**src/rtl/uart_tx_fifo.sv**
```systemverilog
// uart_tx_fifo: byte FIFO feeding an 8N1 UART shifter, with polling status and a done pulse.
// Define UART_TX_PARITY_EN to insert an even-parity bit between the data bits and the stop bit.
module uart_tx_fifo #(
  parameter int CLK_HZ     = 50000000,
  parameter int BAUD       = 115200,
  parameter int DIV        = CLK_HZ / BAUD,
  parameter int DEPTH_LOG2 = 4
) (
  input  logic                  clk,
  input  logic                  rst_n,
  input  logic                  wr_en,
  input  logic [7:0]            wr_data,
  output logic                  full,
  output logic                  empty,
  output logic [DEPTH_LOG2:0]   level,
  output logic                  busy,
  output logic                  tx_done,
  output logic                  overflow,
  input  logic                  ovf_clr,
  output logic                  txd
);

  localparam int DEPTH = 1 << DEPTH_LOG2;
  localparam int CW    = (DIV > 1) ? $clog2(DIV) : 1;
  localparam logic [CW-1:0]         CNT_LAST = CW'(DIV - 1);
  localparam logic [CW-1:0]         CNT_ONE  = CW'(1);
  localparam logic [CW-1:0]         CNT_ZERO = CW'(0);
  localparam logic [DEPTH_LOG2:0]   PTR_ONE  = (DEPTH_LOG2 + 1)'(1);
  localparam logic [DEPTH_LOG2:0]   PTR_ZERO = (DEPTH_LOG2 + 1)'(0);

`ifdef UART_TX_PARITY_EN
  typedef enum logic [2:0] {
    S_IDLE  = 3'd0,
    S_START = 3'd1,
    S_DATA  = 3'd2,
    S_PAR   = 3'd3,
    S_STOP  = 3'd4
  } state_t;
`else
  typedef enum logic [2:0] {
    S_IDLE  = 3'd0,
    S_START = 3'd1,
    S_DATA  = 3'd2,
    S_STOP  = 3'd4
  } state_t;
`endif

  logic [7:0]          mem_q [DEPTH];
  logic [DEPTH_LOG2:0] wptr_q, wptr_d;
  logic [DEPTH_LOG2:0] rptr_q, rptr_d;
  logic [DEPTH_LOG2:0] level_q, level_d;
  logic                full_q, full_d;
  logic                empty_q, empty_d;
  logic                ovf_q, ovf_d;
  logic                push_s, pop_s, bnd_s;
  logic [7:0]          rd_data_s;

  state_t              state_q;
  logic [CW-1:0]       cnt_q;
  logic [2:0]          bit_q;
  logic [7:0]          shreg_q;
  logic                txd_q;
  logic                busy_q;
  logic                done_q;
`ifdef UART_TX_PARITY_EN
  logic                par_q;
`endif

  assign rd_data_s = mem_q[rptr_q[DEPTH_LOG2-1:0]];
  assign bnd_s     = (cnt_q == CNT_LAST);

  // Full is taken from the registered flag, so a push in the same cycle as a pop while full is refused.
  always_comb begin
    push_s = wr_en & ~full_q;
    pop_s  = (state_q == S_IDLE) & ~empty_q;
    if (push_s) begin
      wptr_d = wptr_q + PTR_ONE;
    end else begin
      wptr_d = wptr_q;
    end
    if (pop_s) begin
      rptr_d = rptr_q + PTR_ONE;
    end else begin
      rptr_d = rptr_q;
    end
    level_d = wptr_d - rptr_d;
    empty_d = (wptr_d == rptr_d);
    full_d  = (wptr_d[DEPTH_LOG2] != rptr_d[DEPTH_LOG2]) &&
              (wptr_d[DEPTH_LOG2-1:0] == rptr_d[DEPTH_LOG2-1:0]);
    if (wr_en & full_q) begin
      ovf_d = 1'b1;
    end else if (ovf_clr) begin
      ovf_d = 1'b0;
    end else begin
      ovf_d = ovf_q;
    end
  end

  // FIFO storage; contents become meaningless after reset because the pointers clear.
  always_ff @(posedge clk) begin
    if (push_s) begin
      mem_q[wptr_q[DEPTH_LOG2-1:0]] <= wr_data;
    end
  end

  // FIFO pointers, status flags and the sticky overflow flag.
  always_ff @(posedge clk or negedge rst_n) begin
    if (!rst_n) begin
      wptr_q  <= PTR_ZERO;
      rptr_q  <= PTR_ZERO;
      level_q <= PTR_ZERO;
      full_q  <= 1'b0;
      empty_q <= 1'b1;
      ovf_q   <= 1'b0;
    end else begin
      wptr_q  <= wptr_d;
      rptr_q  <= rptr_d;
      level_q <= level_d;
      full_q  <= full_d;
      empty_q <= empty_d;
      ovf_q   <= ovf_d;
    end
  end

  // Frame shifter: txd, busy and tx_done are registered alongside the state.
  always_ff @(posedge clk or negedge rst_n) begin
    if (!rst_n) begin
      state_q <= S_IDLE;
      cnt_q   <= CNT_ZERO;
      bit_q   <= 3'd0;
      shreg_q <= 8'h00;
      txd_q   <= 1'b1;
      busy_q  <= 1'b0;
      done_q  <= 1'b0;
`ifdef UART_TX_PARITY_EN
      par_q   <= 1'b0;
`endif
    end else begin
      done_q <= 1'b0;
      case (state_q)
        S_IDLE: begin
          txd_q <= 1'b1;
          cnt_q <= CNT_ZERO;
          if (pop_s) begin
            shreg_q <= rd_data_s;
            bit_q   <= 3'd0;
            txd_q   <= 1'b0;
            busy_q  <= 1'b1;
            state_q <= S_START;
`ifdef UART_TX_PARITY_EN
            par_q   <= ^rd_data_s;
`endif
          end
        end
        S_START: begin
          if (bnd_s) begin
            cnt_q   <= CNT_ZERO;
            txd_q   <= shreg_q[0];
            state_q <= S_DATA;
          end else begin
            cnt_q <= cnt_q + CNT_ONE;
          end
        end
        S_DATA: begin
          if (bnd_s) begin
            cnt_q <= CNT_ZERO;
            if (bit_q == 3'd7) begin
`ifdef UART_TX_PARITY_EN
              txd_q   <= par_q;
              state_q <= S_PAR;
`else
              txd_q   <= 1'b1;
              state_q <= S_STOP;
`endif
            end else begin
              shreg_q <= {1'b0, shreg_q[7:1]};
              txd_q   <= shreg_q[1];
              bit_q   <= bit_q + 3'd1;
            end
          end else begin
            cnt_q <= cnt_q + CNT_ONE;
          end
        end
`ifdef UART_TX_PARITY_EN
        S_PAR: begin
          if (bnd_s) begin
            cnt_q   <= CNT_ZERO;
            txd_q   <= 1'b1;
            state_q <= S_STOP;
          end else begin
            cnt_q <= cnt_q + CNT_ONE;
          end
        end
`endif
        S_STOP: begin
          if (bnd_s) begin
            cnt_q   <= CNT_ZERO;
            busy_q  <= 1'b0;
            done_q  <= 1'b1;
            state_q <= S_IDLE;
          end else begin
            cnt_q <= cnt_q + CNT_ONE;
          end
        end
        default: begin
          cnt_q   <= CNT_ZERO;
          txd_q   <= 1'b1;
          busy_q  <= 1'b0;
          state_q <= S_IDLE;
        end
      endcase
    end
  end

  assign full     = full_q;
  assign empty    = empty_q;
  assign level    = level_q;
  assign busy     = busy_q;
  assign tx_done  = done_q;
  assign overflow = ovf_q;
  assign txd      = txd_q;

endmodule

```
**config.mk**
```make
export PLATFORM = sky130hd
export DESIGN_NAME = uart_tx_fifo
export DESIGN_NICKNAME = d
export VERILOG_FILES = /design/src/rtl/uart_tx_fifo.sv
export SDC_FILE = /design/constraint.sdc
export NUM_CORES = 1
export LEC_CHECK = 0
export ABC_AREA = 1
export CORE_ASPECT_RATIO = 0.8
export CORE_MARGIN = 8
export CORE_UTILIZATION = 38
export CTS_CLUSTER_SIZE = 30
export DETAILED_ROUTE_END_ITERATION = 8
export PLACE_DENSITY_LB_ADDON = 0.3
export REMOVE_ABC_BUFFERS = 1
export SLEW_MARGIN = 25
export SYNTH_ARGS = -nofsm -noshare
export SYNTH_HDL_FRONTEND = slang
export SYNTH_SLANG_ARGS = --single-unit
```
**constraint.sdc**
```tcl
create_clock -name clk -period 3.4 [get_ports clk]
set_input_delay 0.68 -clock clk [delete_from_list [all_inputs] [get_ports clk]]
set_output_delay 0.68 -clock clk [all_outputs]
set_load 0.01 [all_outputs]
```
==> flow_summary_export.csv, run 1 <==
group,metric,value,unit
pwr,leakagePower,3.33,nW
clock_tree,cts_resized,0,
sta,setup_viol,0,
global_routing,grt_pass1_vias,4552,
sta,rsz0062_at_grt,"no",
sta,hold_viol_final,0,
drt,avgRoutedWirePerCell,16.3,um
yosys,yosysWarningCount,0,
clock_tree,post_cts_buffers,0,
sta,finalClockSkew,0.0115,ns
worst_setup_path,rrSetupSlack,1.13,ns
cells_and_area,nets,754,
place,dp_hpwl,10700,um
yosys,ys_top_cells_by_area,"edfxtp_1 52%, dfrtp_1 14%, nor2_1 7.5%",
floorplan,num_rows,45,
global_routing,antenna_found_initial,0,
clock_tree,clock_latency,0.43,ns
floorplan,initial_core_util,38.9,%
yosys,ys_types,30,
yosys,synth-seq-cells,172,
worst_setup_path,critPathRequiredTime,3.71,ns
clock_tree,cts.sinks,172,
sta,fmax,407,MHz
cells_and_area,diodes,0,
clock_tree,cts_root_buffer,"clkbuf_16",
worst_hold_path,min_path_type,"in2async",
pwr,power.density_cell_area,600,nW/um2
drt,drc_errors,0,
global_routing,grt_overflow,0,
floorplan,die_area,24100,um2
cells_and_area,final_cell_mix,"148 x nor2_1, 137 x nand2_1, 128 x edfxtp_1",
sta,slew_viol_final,0,
place,io_buffers,22,
yosys,syn_area_per_cell,10.5,um2
cells_and_area,drive_gt1_share,6.74,%
drt,wirelength,16300,um
floorplan,die_y,141,um
global_routing,grt_max_degree,66,
flow_run,maxCapViolCount,0,
clock_tree,clockBufferDepth,2,
worst_setup_path,startpoint_type,"input port",
floorplan,coreArea,19000,um2
clock_tree,hold_buffers,0,
yosys,netlist_area,7370,um2
clock_tree,cts_tree,"built",
sta,fin_crit_sh,72.2,%
drt,firstDrtPassIters,5,
floorplan,chipWidth,172,um
cells_and_area,area_delta_synth_final,14.0,%
run_status,status,"completed",
sta,final.min_clock_period,2.46,ns
yosys,seq_area_frac_synth,67.1,%
sta,tightest_slew,0.826,ns
place,gp_congestion,0.825,
sta,relSlewSlack,44.8,%
drt,ant_nets,0,
worst_setup_path,crit_type,"in2reg",
clock_tree,cts_buffers,17,
cells_and_area,layout_commonest_cell,"nor2_1",
worst_setup_path,crit_fanout,7,
sta,tns,0,ns
drt,first_iter_violations,437,
clock_tree,clkTransAtPathRegs,0.07,ns
clock_tree,htree_num_levels,4,
global_routing,grt_use_total,13.9,%
global_routing,grt_pass1_wl,25400,um
yosys,syn-instance-count,704,
worst_setup_path,endpoint_kind,"register",
yosys,yosys.area.top_type,"edfxtp_1",
drt,vias,4841,
floorplan,ios,23,
drt,avgViaCountPerCell,4.84,
yosys,synth_top_area_share,52.1,%
worst_setup_path,worstPathArrival,2.77,ns
pwr,power,5.04,mW
pwr,vdd_ir_drop_max,357,uV
cells_and_area,fill_cells,1766,
flip-flops by register name, indices dropped and copies added (netlist names), 3 cells and up:
register  flops
bit_q         3
wptr_q        5
level         5
shreg_q       8
cnt_q         9
mem_q       128
rptr_q        5
state_q       3
where the power goes:
| part | switching, mW | total, mW | internal [mW] |
|---|---|---|---|
| registers | 0.0643 | 2.54 | 2.47 |
| clock network | 0.872 | 1.84 | 0.967 |
| logic | 0.440 | 0.664 | 0.224 |
| total | 1.38 | 5.04 | 3.66 |
through the flow:
step / hold WS [ns] / cell area, um2 / utilization, % / setup WS, ns / std cells
after floorplan: 0.384 / 7240 / - / 0.331 / 679
after global placement: 0.466 / 7850 / 41.3 / 0.589 / 968
after detailed placement: 0.471 / 7850 / 41.3 / 0.526 / 968
after CTS: 0.322 / 8400 / 44.3 / 0.973 / 1000
after global routing: 0.368 / 8400 / 44.3 / 0.738 / 1000
final: 0.306 / 8400 / 44.3 / 0.944 / 1000
synth_stat cells, drive strengths merged:
| cell | n |
|---|---|
| a22oi | 1 |
| ha | 13 |
| xor2 | 7 |
| a21oi | 13 |
| nand2 | 139 |
| o21ai | 58 |
| nand4 | 2 |
| xnor2 | 1 |
| nor3b | 3 |
| nand3 | 61 |
| nor2 | 152 |
| clkbuf | 8 |
| dfstp | 2 |
| buf | 17 |
| a31oi | 1 |
| inv | 44 |
| edfxtp | 128 |
| a2bb2oi | 1 |
| dfrtp | 42 |
| nand3b | 2 |
| nor3 | 7 |
| clkinv | 2 |
cells by family (layout without fill, tap and decap cells):
kind of cell	Yosys count	in the layout	synth area share, %
AOI/OAI and AO/OA	74	74	5.13
xor gates and xnor gates	8	8	0.950
adders and majority gates	13	13	2.21
buffers and inverters	71	109	4.16
DFF	172	172	67.1
and+or+nand+nor	366	366	20.5
critical path, stage by stage:
cell and delay [ns]:
clkdlybuf4s50_1 0.50, nand2_1 0.14, inv_1 0.22, nand2_1 0.10, nor3_1 0.20, xor2_1 0.21
ha_1 0.29, a21oi_1 0.22, nand2_1 0.07, nand2_1 0.06, nand2_1 0.06
layer usage:
metal  vias up  wire, um  global-route usage (%)
met5         -         0                       0
met4         0       184                    4.75
met3        15       944                    3.52
met2       132      7100                    20.1
met1      2279      8030                    20.0
li1       2415         -                       -
path summary, 6_finish.rpt:
| check | start | to | cells past startpoint |
|---|---|---|---|
| setup / recovery | wr_en | level[4] | 11 |
| hold / removal | rst_n | cnt_q[1] | 1 |
| setup reg to reg | rptr_q[0] | level[4] | 8 |
| hold reg to reg | shreg_q[2] | shreg_q[2] | 2 |
| max in group asynchronous | rst_n | shreg_q[4] | 2 |
| min in group clk | shreg_q[2] | shreg_q[2] | 2 |
layout make-up:
| class | instances | area [um2] | area share (%) |
|---|---|---|---|
| Sequential cell | 172 | 4950 | 58.9 |
| Multi-Input combinational cell | 461 | 2120 | 25.2 |
| Clock buffer | 18 | 429 | 5.11 |
| Tap cell | 258 | 323 | 3.84 |
| Timing Repair Buffer | 31 | 283 | 3.37 |
| Inverter | 46 | 173 | 2.06 |
| Clock inverter | 14 | 126 | 1.50 |
No activity file was read; power rests on OpenSTA's default activity.
==> run 2: changes to the inputs <==
clock period = 2.5 ns   (was 3.4 ns; I/O delays follow)
==> run 2 against run 1 <==
  * Wire length down 1.7%
  * Die area unchanged
  * Setup slack worse by 0.56 ns
  * Non-clock buffer count up 15
  * Clock skew down 0.0033 ns
  * Flip-flop and latch count unchanged
  * Critical path type is now reg2reg
  * Largest cell class unchanged
==> flow_summary_export.csv, run 2 (synthesis gave the netlist of run 1 again) <==
group,metric,value,unit
drt,firstDrtPassIters,5,
clock_tree,cts_tree,"built",
floorplan,die_y,141,um
worst_setup_path,startpoint_type,"register",
drt,avgViaCountPerCell,4.84,
global_routing,grt_overflow,0,
worst_setup_path,cp_cell_sequence,"nor2_4 -> nand3_1 -> inv_1 -> nand4_1 -> xor2_1 -> ha_1 -> a21oi_1 -> nand2_1 -> nand2_1 -> nand2_1",
cells_and_area,drive_gt1_share,8.60,%
floorplan,chipWidth,172,um
cells_and_area,nets,769,
clock_tree,post_cts_buffers,0,
drt,ant_nets,0,
cells_and_area,area_delta_synth_final,16.7,%
flow_run,maxCapViolCount,0,
sta,finalClockSkew,0.00821,ns
sta,fin_crit_sh,84.6,%
cells_and_area,final_cell_mix,"148 x nor2_1, 137 x nand2_1, 128 x edfxtp_1",
clock_tree,htree_num_levels,4,
worst_setup_path,crit_slowest_cell,"dfrtp_1",
pwr,vdd_ir_drop_max,516,uV
worst_setup_path,cp-startpoint,"state_q[0]",
floorplan,die_area,24100,um2
worst_setup_path,critPathRequiredTime,2.82,ns
cells_and_area,diodes,0,
floorplan,num_rows,45,
floorplan,coreArea,19000,um2
worst_setup_path,worstPathArrival,2.44,ns
place,io_buffers,22,
place,dp_hpwl,10000,um
floorplan,initial_core_util,38.9,%
drt,avgRoutedWirePerCell,15.8,um
worst_setup_path,crit_fanout,5,
sta,setup_ws,0.385,ns
global_routing,grt_use_total,13.9,%
drt,wirelength,16000,um
worst_setup_path,r2r_end,"level[4]",
global_routing,grt_pass1_wl,26000,um
worst_setup_path,crit_family,"simple AND/OR/NAND/NOR gates",
place,place_area,7960,um2
place,place_ws,0.0155,ns
sta,relSlewSlack,51.6,%
worst_setup_path,path_buf_inv,1,
clock_tree,clkTransAtPathRegs,0.06,ns
clock_tree,cts_resized,0,
sta,setup_viol,0,
run_status,status,"completed",
cells_and_area,fin_area,8600,um2
pwr,power,7.26,mW
worst_setup_path,rrSetupSlack,0.38,ns
worst_setup_path,max_stage_delay,0.41,ns
pwr,leakagePower,3.44,nW
pwr,power.density_cell_area,844,nW/um2
drt,drc_errors,0,
clock_tree,clock_latency,0.43,ns
worst_setup_path,crit_type,"reg2reg",
cells_and_area,layout_commonest_cell,"nor2_1",
sta,final.min_clock_period,2.12,ns
clock_tree,cts_root_buffer,"clkbuf_16",
sta,fin_hold_ws,0.137,ns
worst_setup_path,reg2reg_from,"state_q[0]",
drt,first_iter_violations,365,
sta,slew_viol_final,0,
sta,rsz0062_at_grt,"no",
sta,fmax,473,MHz
floorplan,ios,23,
cells_and_area,final_util,45.3,%
worst_hold_path,min_path_type,"in2async",
drt,vias,4911,
sta,hold_viol_final,0,
global_routing,grt_pass1_vias,4664,
worst_setup_path,rr_worst_depth,10,
global_routing,antenna_found_initial,0,
clock_tree,cts_buffers,17,
clock_tree,cts.sinks,172,
worst_setup_path,crit_path_frequent_cell,"nand2_1",
sta,tightest_slew,0.725,ns
clock_tree,hold_buffers,0,
place,gp_congestion,0.796,
cells_and_area,largest_register_ffs,128,
global_routing,grt_max_degree,65,
clock_tree,clockBufferDepth,2,
worst_setup_path,endpoint_kind,"register",
[run 2: cell types whose count changed in the layout (fill, tap and decap cells not counted), sizes merged]
cell and change:
bufinv +5, clkinv -1, clkinvlp +2, buf +15, inv -7
[run 2: how the worst max path moves through the flow]
stage	end	slack (ns)	depth (start not counted)
5_1_grt	level[3]	0.19	12
2_1_floorplan	level[4]	-0.57	11
3_3_place_gp	level[4]	0.09	11
3_5_place_dp	level[4]	0.02	11
4_1_cts	level[4]	0.35	10
6_report	level[4]	0.38	10
[run 2: area by class of cell]
cell class | instances | area [um2]
Clock buffer | 18 | 429
Clock inverter | 13 | 216
Inverter | 46 | 173
Sequential cell | 172 | 4950
Tap cell | 258 | 323
Fill cell | 1744 | 10400
Multi-Input combinational cell | 461 | 2120
Timing Repair Buffer | 46 | 395
[run 2: stage by stage]
| stage | TNS (ns) | std cells |
|---|---|---|
| global placement | 0 | 983 |
| detailed placement | 0 | 983 |
| floorplan | -3.74 | 679 |
| CTS | 0 | 1014 |
| finish | 0 | 1014 |
| global route | 0 | 1014 |
[run 2: layer usage]
layer / vias up / global-route usage [%] / part of all wire [%]
met1: 2345 / 20.3 / 49
li1: 2440 / - / -
met5: - / 0 / 0
met3: 13 / 2.96 / 4.8
met2: 113 / 20.5 / 45
met4: 0 / 3.97 / 0.81
[run 2: report_power, final]
group          internal (mW)  total [mW]  switching, mW
logic                  0.339       0.933          0.594
registers               3.36        3.44         0.0824
clock network           1.78        2.89           1.11
total                   5.48        7.26           1.78
==> run 3: changes to the inputs <==
clock period = 1.9 ns   (was 2.5 ns; I/O delays follow)
==> run 3 against run 2 <==
  * The run now ends with setup timing left
  * Combinational power increased by 69%
  * Wire length increased by 0.32%
  * Global-route usage decreased by 0.19 points
  * Design area increased by 4.6%
  * First-iteration DRC count increased by 3.0%
==> flow_summary_export.csv, run 3 (synthesis gave the netlist of run 1 again) <==
group,metric,value,unit
cells_and_area,nets,806,
pwr,power.density_cell_area,1060,nW/um2
worst_setup_path,reg2reg_from,"empty",
pwr,comb_power_share,16.6,%
floorplan,initial_core_util,38.9,%
drt,avgRoutedWirePerCell,15.3,um
clock_tree,htree_num_levels,4,
drt,vias,5049,
pwr,swShare,26.9,%
clock_tree,cts.sinks,172,
sta,setup_viol,1,
global_routing,grt_pass1_vias,4694,
drt,first_iter_violations,376,
cells_and_area,area_delta_synth_final,22.1,%
clock_tree,clock_latency,0.43,ns
sta,slew_viol_final,0,
sta,hold_viol_final,0,
floorplan,die_y,141,um
clock_tree,cts_root_buffer,"clkbuf_16",
worst_setup_path,crit_type,"reg2reg",
drt,ant_nets,0,
cells_and_area,final_cells,1052,
pwr,p_int,6.96,mW
sta,rsz0062_at_grt,"yes",
floorplan,die_area,24100,um2
worst_setup_path,r2r_end,"level[4]",
drt,wirelength,16000,um
pwr,vdd_ir_drop_max,611,uV
place,dp_hpwl,10200,um
clock_tree,cts_tree,"built",
floorplan,chipWidth,172,um
run_status,violations,"setup timing",
flow_run,maxCapViolCount,0,
cells_and_area,final_cell_mix,"147 x nor2_1, 130 x nand2_1, 128 x edfxtp_1",
place,place_ws,-0.338,ns
worst_setup_path,endpoint_kind,"register",
worst_setup_path,critPathRequiredTime,2.22,ns
worst_setup_path,crit_fanout,3,
global_routing,antenna_found_initial,0,
floorplan,coreArea,19000,um2
floorplan,ios,23,
sta,final.min_clock_period,1.90,ns
cells_and_area,layout_commonest_cell,"nor2_1",
sta,setup_ws,-0.00115,ns
run_status,status,"finished, violations left",
drt,firstDrtPassIters,5,
clock_tree,clockBufferDepth,2,
sta,fmax,526,MHz
sta,relSlewSlack,57.7,%
cells_and_area,drive_gt1_share,16.0,%
sta,tightest_slew,0.634,ns
place,io_buffers,22,
global_routing,grt_overflow,0,
worst_setup_path,worstPathArrival,2.22,ns
floorplan,num_rows,45,
place,gp_congestion,0.813,
worst_hold_path,min_from,"shreg_q[2]",
worst_hold_path,min_path_type,"reg2reg",
clock_tree,clkTransAtPathRegs,0.07,ns
place,dp.cells,1013,
sta,fin_crit_sh,100,%
worst_hold_path,holdPathStages,2,
sta,finalClockSkew,0.0104,ns
pwr,leakagePower,3.67,nW
clock_tree,cts_buffers,17,
global_routing,grt_pass1_wl,25400,um
worst_setup_path,rr_worst_depth,13,
cells_and_area,largest_register_ffs,128,
drt,avgViaCountPerCell,4.80,
pwr,power,9.52,mW
global_routing,grt_use_total,13.8,%
cells_and_area,diodes,0,
drt,drc_errors,0,
pwr,power_frac_clock,35.8,%
global_routing,grt_max_degree,65,
pwr,power_frac_seq,47.6,%
worst_setup_path,startpoint_type,"register",
pwr,power_switching,2.56,mW
worst_setup_path,rrSetupSlack,-0.001,ns
worst_hold_path,min_delay_worst_endpoint,"shreg_q[2]",
[run 3: per-stage QoR]
stage | util, % | hold slack, ns | TNS (ns) | instance area (um2)
after detailed placement | 43.4 | 0.429 | -2.01 | 8230
final | 47.4 | 0.484 | -0.00115 | 9000
after global placement | 43.4 | 0.424 | -1.65 | 8230
after floorplan | - | 0.0844 | -13.55 | 7240
after CTS | 46.6 | 0.484 | -0.0260 | 8830
after global routing | 47.4 | 0.498 | -0.153 | 9000
[run 3: routing by layer]
layer | track usage, % | vias to the layer above | part of all wire (%)
li1 | - | 2519 | -
met1 | 19.9 | 2413 | 50
met2 | 20.0 | 102 | 44
met3 | 3.10 | 15 | 4.8
met4 | 4.75 | 0 | 0.95
met5 | 0 | - | 0
[run 3: how the worst max path moves through the flow]
stage               cells past startpoint  slack (ns)        to  startpoint
floorplan                              11       -1.17  level[4]   rptr_q[0]
global placement                       11       -0.34  level[4]       wr_en
detailed placement                     11       -0.34  level[4]       wr_en
CTS                                    13       -0.03  level[4]       empty
global route                           10       -0.12  level[4]  state_q[2]
finish                                 13      -0.001  level[4]       empty
[run 3: layout make-up]
type                    count  area [um2]
fillers                  1687        9970
repair buffers             83         733
clock inverters            14         148
multi-input cells         461        2250
clock buffers              18         429
well taps                 258         323
inverters                  46         173
flip-flops and latches    172        4950
[run 3: power by group through the flow]
stage | registers, mW | clock network, mW | logic, mW
floorplan | 4.62 | 0 | 0.684
global placement | 4.61 | 0 | 1.37
detailed placement | 4.61 | 0 | 1.38
CTS | 4.54 | 3.48 | 1.38
global route | 4.56 | 3.60 | 1.77
finish | 4.53 | 3.40 | 1.58
[run 3: worst max-delay path: stages, from the launching register on]
cell and delay (ns):
dfstp_2 0.53, inv_1 0.06, nand3_2 0.09, buf_6 0.13
xor2_4 0.18, ha_2 0.22, inv_1 0.05, ha_1 0.16
inv_1 0.05, nand2_1 0.09, nand2_1 0.09, nand2_1 0.05
nand2_1 0.06, nand2_1 0.04
[run 3: repair_timing]
item                                    4_1_cts  5_1_grt
endpoints found under the setup margin        4        7
hold buffers                                  1        0
gates resized for setup                       3       29
pin swaps                                     0       12
endpoints found under the hold margin        23        0
buffers inserted                              0        6
